File: config.mk
export PLATFORM = sky130hd
export DESIGN_NAME = cdec8_ctrl_unit_flat
export DESIGN_NICKNAME = d
export VERILOG_FILES = /design/src/rtl/cdec8_ctrl_unit_if.sv /design/src/rtl/cdec8_ctrl_unit.sv /design/src/flat_wrapper.sv
export SDC_FILE = /design/constraint.sdc
export NUM_CORES = 1
export LEC_CHECK = 0
export CAP_MARGIN = 0
export CELL_PAD_IN_SITES_DETAIL_PLACEMENT = 0
export CELL_PAD_IN_SITES_GLOBAL_PLACEMENT = 1
export CORE_MARGIN = 4
export CORE_UTILIZATION = 30
export DETAILED_ROUTE_END_ITERATION = 6
export PLACE_DENSITY = 0.81
export SLEW_MARGIN = 5
export SYNTH_ARGS = -nofsm -noshare
export SYNTH_HDL_FRONTEND = slang
export SYNTH_SLANG_ARGS = --single-unit
File: constraint.sdc
create_clock -name clock -period 4.4 [get_ports clock]
set_input_delay 0.66 -clock clock [delete_from_list [all_inputs] [get_ports clock]]
set_output_delay 0.66 -clock clock [all_outputs]
set_load 0.03 [all_outputs]
File: src/rtl/cdec8_ctrl_unit_if.sv
// Control-unit <-> datapath bundle: instruction and flags in, control word,
// debug state code and halt indication out.
interface cdec8_ctrl_unit_if;
   logic [7:0]  I;
   logic [2:0]  SZCy;
   logic [16:0] ctrl;
   logic [7:0]  state;
   logic        halt;

   modport master (input I, SZCy, output ctrl, state, halt);
   modport slave  (output I, SZCy, input ctrl, state, halt);
endinterface

File: src/rtl/cdec8_ctrl_unit.sv
// CDEC8 control FSM: fetch / operand fetch / execute sequencing that decodes
// the 17-bit datapath control word from state, I and SZCy.
// Optional feature macro: CDEC8_SINGLE_STEP_EN (adds step_mode/step and WAIT).
module cdec8_ctrl_unit #(
   parameter bit ILLEGAL_HALT = 1'b0
) (
   input  logic clock,
   input  logic reset_N,
`ifdef CDEC8_SINGLE_STEP_EN
   input  logic step_mode,
   input  logic step,
`endif
   cdec8_ctrl_unit_if.master bus
);
   localparam int unsigned SW = 4;
   localparam int unsigned CW = 17;

   localparam logic [SW-1:0] S_RST  = 4'h0;
   localparam logic [SW-1:0] S_F0   = 4'h1;
   localparam logic [SW-1:0] S_F1   = 4'h2;
   localparam logic [SW-1:0] S_F2   = 4'h3;
   localparam logic [SW-1:0] S_DEC  = 4'h4;
   localparam logic [SW-1:0] S_O0   = 4'h5;
   localparam logic [SW-1:0] S_O1   = 4'h6;
   localparam logic [SW-1:0] S_X0   = 4'h7;
   localparam logic [SW-1:0] S_X1   = 4'h8;
   localparam logic [SW-1:0] S_X2   = 4'h9;
   localparam logic [SW-1:0] S_WAIT = 4'hE;
   localparam logic [SW-1:0] S_HALT = 4'hF;

   // register-file select codes (src and dst share numbering)
   localparam logic [3:0] R_PC  = 4'h0;
   localparam logic [3:0] R_A   = 4'h1;
   localparam logic [3:0] R_B   = 4'h2;
   localparam logic [3:0] R_C   = 4'h3;
   localparam logic [3:0] R_R   = 4'h4;   // src: ALU result
   localparam logic [3:0] R_MAR = 4'h4;   // dst
   localparam logic [3:0] R_RDR = 4'h5;   // src
   localparam logic [3:0] R_WDR = 4'h5;   // dst
   localparam logic [3:0] R_T   = 4'h6;
   localparam logic [3:0] R_I   = 4'h7;
   localparam logic [3:0] R_IO  = 4'h8;   // IPORT src / OPORT dst
   localparam logic [3:0] R_NONE = 4'hF;

   localparam logic [4:0] OP_INC = 5'h01;
   localparam logic [4:0] OP_ADD = 5'h04;
   localparam logic [4:0] OP_SUB = 5'h05;
   localparam logic [4:0] OP_AND = 5'h08;
   localparam logic [4:0] OP_OR  = 5'h09;

   localparam logic [1:0] MM_RD = 2'b10;
   localparam logic [1:0] MM_WR = 2'b01;

   logic [SW-1:0] st_q, st_d;
   logic [3:0]    opc;
   logic [1:0]    rsel;
   logic [3:0]    r_code;
   logic [4:0]    alu_op;
   logic          illegal;
   logic          cond_sel, cond_true;
   logic [SW-1:0] start_st;

   logic [1:0] mm;
   logic       fw, rw;
   logic [3:0] dst, src;
   logic [4:0] op;
   logic [CW-1:0] ctrl_w;

   // instruction field decode shared by next-state and output logic
   always_comb begin
      opc    = bus.I[7:4];
      rsel   = bus.I[1:0];
      r_code = R_NONE;
      alu_op = OP_ADD;
      case (rsel)
         2'd0:    r_code = R_A;
         2'd1:    r_code = R_B;
         2'd2:    r_code = R_C;
         default: r_code = R_NONE;
      endcase
      case (opc[1:0])
         2'd0:    alu_op = OP_ADD;
         2'd1:    alu_op = OP_SUB;
         2'd2:    alu_op = OP_AND;
         default: alu_op = OP_OR;
      endcase
      case (rsel)
         2'd0:    cond_sel = bus.SZCy[1];
         2'd1:    cond_sel = bus.SZCy[0];
         2'd2:    cond_sel = bus.SZCy[2];
         default: cond_sel = 1'b1;
      endcase
      cond_true = cond_sel ^ bus.I[2];
      // reserved register field only matters for opcodes that name a register
      illegal = (opc inside {4'hC, 4'hD, 4'hE}) ||
                ((opc inside {[4'h1:4'h7]}) && (rsel == 2'd3));
   end

   // fetch entry point: F0, or WAIT when single-stepping without a pulse
   always_comb begin
`ifdef CDEC8_SINGLE_STEP_EN
      start_st = (step_mode && !step) ? S_WAIT : S_F0;
`else
      start_st = S_F0;
`endif
   end

   // state register
   always_ff @(posedge clock or negedge reset_N) begin
      if (!reset_N) st_q <= S_RST;
      else          st_q <= st_d;
   end

   // next-state selection
   always_comb begin
      st_d = st_q;
      case (st_q)
         S_RST:  st_d = start_st;
         S_F0:   st_d = S_F1;
         S_F1:   st_d = S_F2;
         S_F2:   st_d = S_DEC;
         S_DEC: begin
            if (illegal)                              st_d = ILLEGAL_HALT ? S_HALT : start_st;
            else if (opc inside {4'h1, 4'h2, 4'h3, 4'h8, 4'h9}) st_d = S_O0;
            else if (opc inside {[4'h4:4'h7], 4'hA, 4'hB})      st_d = S_X0;
            else if (opc == 4'hF)                     st_d = S_HALT;
            else                                      st_d = start_st;
         end
         S_O0:   st_d = S_O1;
         S_O1:   st_d = S_X0;
         S_X0:   st_d = (opc inside {[4'h2:4'h7]}) ? S_X1 : start_st;
         S_X1:   st_d = S_X2;
         S_X2:   st_d = start_st;
         S_WAIT: st_d = start_st;
         S_HALT: st_d = S_HALT;
         default: st_d = S_RST;
      endcase
   end

   // control word decode; every field defaults to the idle word
   always_comb begin
      mm  = 2'b00;
      fw  = 1'b0;
      rw  = 1'b0;
      dst = R_NONE;
      op  = 5'h00;
      src = R_NONE;
      case (st_q)
         S_F0, S_O0: begin dst = R_MAR; src = R_PC; op = OP_INC; rw = 1'b1; end
         S_F1, S_O1: begin mm = MM_RD; dst = R_PC; src = R_R; end
         S_F2:       begin dst = R_I; src = R_RDR; end
         S_X0: begin
            case (opc)
               4'h1:             begin dst = r_code; src = R_RDR; end
               4'h2, 4'h3:       begin dst = R_MAR;  src = R_RDR; end
               4'h4, 4'h5, 4'h6, 4'h7: begin dst = R_T; src = r_code; end
               4'h8:             begin dst = R_PC;   src = R_RDR; end
               4'h9:             if (cond_true) begin dst = R_PC; src = R_RDR; end
               4'hA:             begin dst = R_A;    src = R_IO; end
               4'hB:             begin dst = R_IO;   src = R_A; end
               default: ;
            endcase
         end
         S_X1: begin
            case (opc)
               4'h2:             mm = MM_RD;
               4'h3:             begin dst = R_WDR; src = r_code; end
               4'h4, 4'h5, 4'h6, 4'h7: begin src = R_A; op = alu_op; rw = 1'b1; fw = 1'b1; end
               default: ;
            endcase
         end
         S_X2: begin
            case (opc)
               4'h2:             begin dst = r_code; src = R_RDR; end
               4'h3:             mm = MM_WR;
               4'h4, 4'h5, 4'h6, 4'h7: begin dst = R_A; src = R_R; end
               default: ;
            endcase
         end
         default: ;
      endcase
      ctrl_w = {mm, fw, rw, dst, op, src};
   end

   assign bus.ctrl  = ctrl_w;
   assign bus.state = 8'(st_q);
   assign bus.halt  = (st_q == S_HALT);
endmodule
File: src/flat_wrapper.sv
// flat-port wrapper written by rule: the top's interface ports become plain ports
module cdec8_ctrl_unit_flat 
#(
   parameter bit ILLEGAL_HALT = 1'b0
)
  (clock, reset_N, bus_I, bus_SZCy, bus_ctrl, bus_state, bus_halt);
  cdec8_ctrl_unit_if bus_i ();
  input  logic clock;
  input  logic reset_N;
  input wire logic [$bits(bus_i.I)-1:0] bus_I;
  input wire logic [$bits(bus_i.SZCy)-1:0] bus_SZCy;
  output wire logic [$bits(bus_i.ctrl)-1:0] bus_ctrl;
  output wire logic [$bits(bus_i.state)-1:0] bus_state;
  output wire logic [$bits(bus_i.halt)-1:0] bus_halt;
  assign bus_i.I = bus_I;
  assign bus_i.SZCy = bus_SZCy;
  assign bus_ctrl = bus_i.ctrl;
  assign bus_state = bus_i.state;
  assign bus_halt = bus_i.halt;
  cdec8_ctrl_unit #(.ILLEGAL_HALT(ILLEGAL_HALT)) u_core (.clock(clock), .reset_N(reset_N), .bus(bus_i));
endmodule
==> results of run 1 <==
==> routing by layer <==
layer,share of wire [%],wire length (µm),up-vias
met5,0,0,-
met4,2.9,89,0
met3,7.5,229,10
met2,45,1380,59
met1,44,1360,570
li1,-,-,585
==> cell usage after synthesis (2+ instances only) <==
master / count
nor2_1: 20
a21oi_1: 13
nand2_1: 13
o21ai_0: 12
buf_4: 8
clkbuf_1: 8
nand3_1: 8
nor2b_1: 7
o21ai_1: 5
o31ai_1: 5
dfrtp_1: 4
inv_1: 4
nand2b_1: 3
nor3_1: 3
a211o_1: 2
a31oi_1: 2
and2_0: 2
xor2_1: 2
==> power by group through the flow <==
stage | Sequential (mW) | Clock, mW | Combinational [mW]
global route | 0.122 | 0.0515 | 0.707
detailed placement | 0.116 | 0 | 0.660
CTS | 0.115 | 0.0478 | 0.664
global placement | 0.113 | 0 | 0.663
finish | 0.114 | 0.0465 | 0.661
floorplan | 0.107 | 0 | 0.424
==> per-stage QoR <==
stage	setup slack, ns	area, µm²	hold WS [ns]	total power [mW]
after floorplan	1.81	951	0.364	0.530
after CTS	0.573	1270	0.616	0.827
after global placement	0.579	1250	0.643	0.776
after global routing	0.419	1270	0.623	0.881
after detailed placement	0.592	1250	0.667	0.776
final	0.540	1270	0.617	0.821
==> worst max path at each step <==
stage	start	to	cells past startpoint
floorplan	bus_I[0]	bus_ctrl[10]	5
global placement	bus_I[7]	bus_ctrl[10]	7
detailed placement	bus_I[7]	bus_ctrl[10]	7
CTS	bus_I[7]	bus_ctrl[10]	7
global route	bus_I[7]	bus_ctrl[10]	7
finish	bus_I[7]	bus_ctrl[10]	7
==> kinds of logic (layout without fill, tap and decap cells) <==
family          count (synthesis)  after routing  synth area share, %
simple gates                   66             66                 35.7
compound gates                 52             52                 35.0
buf+inv                        21             44                 11.8
flops                           4              4                 10.7
xor+xnor                        3              3                 2.82
mux                             2              2                 3.49
other cells                     1              6                0.402
==> final cells by class <==
type	count	area, µm²
inverters	4	15.0
well taps	31	38.8
multi-input cells	129	741
fillers	311	1580
flip-flops and latches	4	100
repair buffers	37	355
clock buffers	3	22.5
==> summary.md, run 1 <==
| Metric | Value |
|---|---|
| Worst slew pin tran | `0.600 ns` |
| Yosys warnings | `0` |
| Crit path buf inv count | `2` |
| Req. time, crit path | `3.74 ns` |
| Total negative slack | `0 ns` |
| Final wirelength | `3060 µm` |
| Avg Vias per Cell | `5.88` |
| Slowest cell on crit path | `clkdlybuf4s50_1` |
| Antenna violations before repair | `0` |
| Vias in the first global route | `1146` |
| CTS sink cnt | `4` |
| Antenna-violating nets left | `0` |
| Max Fclk | `0.259 GHz` |
| Post-synth top area share | `10.7%` |
| Skew-Pair Late Insertion Delay | `0.24 ns` |
| Worst VDD drop | `0.000328 V` |
| Crit share post-route | `between 80 and 90%` |
| Synth Flop Type | `dfrtp_1` |
| Largest net degree at the start of global routing | `19` |
| Reg-to-Reg Start | `u_core.st_q[1]$_DFF_PN0_` |
| Wire per inst | `around 15 µm` |
| Ant. Diodes | `0` |
| Internal | `353 µW` |
| Top cells by area, synth | `dfrtp_1, nor2_1, a21oi_1` |
| CTS resizes | `0` |
| Syn-to-layout area delta | `36.5%` |
| WS Path Type | `in2out` |
| Synthesis-stage register bit count | `4` |
| R2r worst-path depth | `3` |
| H-tree lvl count | `1` |
| Die Area | `between 0.004 and 0.005 mm²` |
| WP data arrival | `3.20 ns` |
| RR Endpoint | `u_core.st_q[0]$_DFF_PN0_` |
| # nets final | `192` |
| P_leak | `0.487 nW` |
| Crit. End Element | `output port` |
| Met2 usage | `24.4%` |
| Hold Violations, Final | `0` |
| Worst Setup Start Kind | `input pin` |
| Clk pin slew, worst setup/hold paths | `0.04 ns` |
| Clock Tree Buf Depth | `2` |
| I/O pin cnt | `39` |
| Final Max Tran Viols | `0` |
| Placed cells | `205` |
| Total CTS buffers | `3` |
| Final min period | `3.86 ns` |
| CTS Root Cell | `clkbuf_4` |
| CP top delay family | `buffers and inverters` |
| Synth cell types | `46` |
| Commonest cells after routing, fill and taps aside | `clkdlybuf4s50_1, nor2_1, a21oi_1, nand2_1, o21ai_0` |
| EDFF count, synth | `0` |
| Regs by FF count | `u_core.st_q (4)` |
| Hold_buf cts | `0` |
| Hpwl dp | `2340 µm` |
| Part of the power in the clock network | `about 5.7%` |
| Number of remaining DRC errors | `0` |
| Layout cell share with drive strength beyond 1 | `7.34%` |
| Grt ovf | `0` |
| IO buf count | `31` |
| Busiest grt layer | `met2` |
| DRT iter0 DRCs | `67` |
| Global-route wire length before repair | `5140 µm` |
| Combinational share of power | `between 80% and 90%` |
| Grt met3 use | `approximately 2.6%` |
| Core region area | `0.00285 mm²` |
| Total GRT Usage | `15.1%` |
| Slew HR | `59.9%` |
| M1 GR Usage | `roughly 19%` |
| Mapped Area | `932 µm²` |
| Row cnt | `19` |
| Worst min-delay path class | `in2async` |
| Synth async-reset ratio | `100%` |
| Status | `finished, final reports clean` |
| Gate Count Post-Synth | `149` |
| Slowest cell delay on critical path | `0.64 ns` |
| Post-synthesis sequential area ratio | `10.7%` |
| Syn avg cell area | `6.26 µm²` |
| CP Cell Sequence | `clkdlybuf4s50_1, nor2_1, nand3_1, a32oi_1, nor2_1, or4_1, clkdlybuf4s50_1` |
| Starting Density | `approximately a third` |
| RSZ-0062 raised after global routing | `false` |
| Power density cells | `646 mW/mm²` |
| Setup Fix Bufs, Post-CTS | `0` |
| Flop pwr share | `13.9%` |
| Max reg flops | `4` |
| Biggest register | `u_core.st_q` |
| CTS tree | `yes` |
| Switching fraction of total power | `57.0%` |
| Worst Path Max Fanout | `13` |
| Count of max-cap constraint violations | `0` |
| Sw power | `468 µW` |
| Worst Skew | `0.00218 ns` |
| Worst reg2reg setup slack | `2.99 ns` |
| Via count | `1224` |
| Commonest non-fill, non-tap cell in the layout | `clkdlybuf4s50_1` |
| Final Non-Filler Cells | `roughly 210` |
| Final GP Congestion | `0.862` |
| Die height | `between 60 and 70 µm` |
| Fin util | `44.6%` |
| Die X | `63.7 µm` |
| DR pass1 iterations | `4` |
| Post-synthesis cell type with the largest combined area | `dfrtp_1` |
| Final Setup Violations | `0` |
(Power assumes the default switching activity.)
==> run 2, diff against run 1 <==
==> constraint.sdc (replaced) <==
create_clock -name clock -period 4.4 [get_ports clock]
set_input_delay 1.1 -clock clock [delete_from_list [all_inputs] [get_ports clock]]
set_output_delay 1.1 -clock clock [all_outputs]
set_load 0.03 [all_outputs]
==> run 2 against run 1 <==
Net effect: clock skew rose by 0.0035 ns; count of clock-buffer cells in the layout did not move; wire length grew 7.2%; first-iteration DRC count shrank 22%; combinational power down 1%; via count up 3.5%; worst setup slack got worse by 0.46 ns; register-to-register slack better by 0.04 ns; clock power shrank 1%; critical endpoint is now bus_ctrl[0]; largest cell class unchanged; largest power group unchanged.
==> summary.md, run 2 (synthesis results as in run 1) <==
| Metric | Value |
|---|---|
| Commonest cells after routing, fill and taps aside | `buf_4, clkdlybuf4s50_1, nor2_1 (was clkdlybuf4s50_1, nor2_1, a21oi_1, nand2_1, o21ai_0)` |
| Req. time, crit path | `3.30 ns (was 3.74 ns)` |
| DR pass1 iterations | `4 (unchanged)` |
| Avg Vias per Cell | `5.58 (was 5.88)` |
| Finished Cell Area | `0.00141 mm² (was 0.00127 mm²)` |
| Power, Total | `822 µW (was 821 µW)` |
| Skew-Pair Late Insertion Delay | `0.24 ns (about the same)` |
| CTS sink cnt | `4 (unchanged)` |
| Status | `finished, final reports clean (unchanged)` |
| Antenna-violating nets left | `0 (unchanged)` |
| Busiest grt layer | `met2 (unchanged)` |
| Power density cells | `582 mW/mm² (was 646 mW/mm²)` |
| Via count | `1267 (was 1224)` |
| Worst slew pin tran | `0.607 ns (was 0.600 ns)` |
| Final Non-Filler Cells | `227 (was 208)` |
| Worst min-delay path class | `reg2reg (was in2async)` |
| Worst Skew | `0.00567 ns (was 0.00218 ns)` |
| Internal | `344 µW (was 353 µW)` |
| Total negative slack | `0 ns (unchanged)` |
| Wire per inst | `14.5 µm (was 14.7 µm)` |
| Regs by FF count | `u_core.st_q (4) (unchanged)` |
| Core region area | `0.00285 mm² (unchanged)` |
| WP data arrival | `3.22 ns (was 3.20 ns)` |
| CTS Root Cell | `clkbuf_4 (unchanged)` |
| Number of remaining DRC errors | `0 (unchanged)` |
| P_leak | `0.605 nW (was 0.487 nW)` |
| Switching fraction of total power | `58.1% (was 57.0%)` |
| Commonest non-fill, non-tap cell in the layout | `buf_4 (was clkdlybuf4s50_1)` |
| Placed cells | `224 (was 205)` |
| Count of max-cap constraint violations | `0 (unchanged)` |
| Clk pin slew, worst setup/hold paths | `0.04 ns (about the same)` |
| Slew HR | `59.4% (was 59.9%)` |
| IO buf count | `31 (unchanged)` |
| Starting Density | `32.7% (unchanged)` |
| Total CTS buffers | `3 (unchanged)` |
| CTS tree | `yes (unchanged)` |
| Worst Setup Start Kind | `input pin (unchanged)` |
| Combinational share of power | `79.5% (was 80.5%)` |
| Total GRT Usage | `16.5% (was 15.1%)` |
| Syn-to-layout area delta | `51.7% (was 36.5%)` |
| Grt ovf | `0 (unchanged)` |
| Hold_buf cts | `0 (unchanged)` |
| Crit. End Element | `output port (unchanged)` |
| Die height | `63.7 µm (unchanged)` |
| M1 GR Usage | `21.3% (was 19.3%)` |
| Die X | `63.7 µm (unchanged)` |
| Antenna violations before repair | `0 (unchanged)` |
| Final wirelength | `3280 µm (was 3060 µm)` |
| Grt met3 use | `2.98% (was 2.63%)` |
| Max reg flops | `4 (unchanged)` |
| Met2 usage | `27.2% (was 24.4%)` |
| Row cnt | `19 (unchanged)` |
| Die Area | `0.00406 mm² (unchanged)` |
| I/O pin cnt | `39 (unchanged)` |
| Vias in the first global route | `1197 (was 1146)` |
| Final min period | `4.32 ns (was 3.86 ns)` |
| Hold_ws | `0.778 ns (was 0.617 ns)` |
| H-tree lvl count | `1 (unchanged)` |
| Worst Path Max Fanout | `12 (was 13)` |
| Max Fclk | `0.231 GHz (was 0.259 GHz)` |
| Hpwl dp | `2560 µm (was 2340 µm)` |
| Flop pwr share | `14.9% (was 13.9%)` |
| Final GP Congestion | `0.929 (was 0.862)` |
| WS Path Type | `in2out (unchanged)` |
| Final Max Tran Viols | `0 (unchanged)` |
| Biggest register | `u_core.st_q (unchanged)` |
| Sw power | `478 µW (was 468 µW)` |
| Placed cell area | `0.00139 mm² (was 0.00125 mm²)` |
| Clock Tree Buf Depth | `2 (unchanged)` |
| Layout cell share with drive strength beyond 1 | `19.4% (was 7.34%)` |
| Worst VDD drop | `0.000366 V (was 0.000328 V)` |
| DRT iter0 DRCs | `52 (was 67)` |
| RSZ-0062 raised after global routing | `false (unchanged)` |
| Crit share post-route | `98.2% (was 87.7%)` |
| CP Launch Point | `bus_I[7] (unchanged)` |
| Ant. Diodes | `0 (unchanged)` |
| Reg-to-Reg Start | `u_core.st_q[3]$_DFF_PN0_ (was u_core.st_q[1]$_DFF_PN0_)` |
| Part of the power in the clock network | `5.6% (was 5.7%)` |
| Largest net degree at the start of global routing | `19 (unchanged)` |
| Global-route wire length before repair | `5510 µm (was 5140 µm)` |
| HP Start | `u_core.st_q[0]$_DFF_PN0_` |
| Hold Violations, Final | `0 (unchanged)` |
| Final Setup Violations | `0 (unchanged)` |
| # nets final | `211 (was 192)` |
-- run 2: final timing paths --
check	endpoint	slack [ns]	cells past startpoint
worst min-delay path	u_core.st_q[1]$_DFF_PN0_	0.78	2
worst max-delay path	bus_ctrl[0]	0.08	7
min in group asynchronous	u_core.st_q[0]$_DFF_PN0_	1.06	1
worst max register to register	u_core.st_q[3]$_DFF_PN0_	3.03	4
max in group asynchronous	u_core.st_q[3]$_DFF_PN0_	3.18	1
worst min register to register	u_core.st_q[1]$_DFF_PN0_	0.78	2
-- run 2: what timing repair did --
action	CTS	global route
gates resized for setup	3	6
endpoints found under the setup margin	3	3
hold endpoints to repair	0	0
buffers inserted	0	0
-- run 2: final cells by class --
type                       instances  area (µm²)
fill                             323        1440
clock buffer                       3        22.5
multi-input combinational        129         749
sequential                         4         100
timing repair buffer              56         488
tap                               31        38.8
inverter                           4        15.0
-- run 2: worst max-delay path: stages --
cell             delay (ns)
clkdlybuf4s50_1        0.47
buf_4                  0.19
buf_4                  0.18
nor2b_1                0.22
a22oi_1                0.13
a211o_1                0.33
clkdlybuf4s50_1        0.60
-- run 2: metal layers --
metal,up-vias,wire length [µm]
li1,627,-
met3,8,194
met1,572,1490
met5,-,0
met2,60,1540
met4,0,53
-- run 2: metrics by stage --
stage	setup WS (ns)	utilization [%]
after floorplan	0.930	-
after global placement	-0.115	48.6
after detailed placement	-0.144	48.6
after CTS	0.0758	49.2
after global routing	0.00449	49.6
final	0.0793	49.6
-- run 2: power by group through the flow --
stage               Sequential, mW  Clock (mW)  Combinational, mW
finish                       0.123      0.0459              0.654
global route                 0.130      0.0505              0.702
CTS                          0.123      0.0481              0.658
detailed placement           0.123           0              0.673
global placement             0.121           0              0.674
floorplan                    0.107           0              0.424
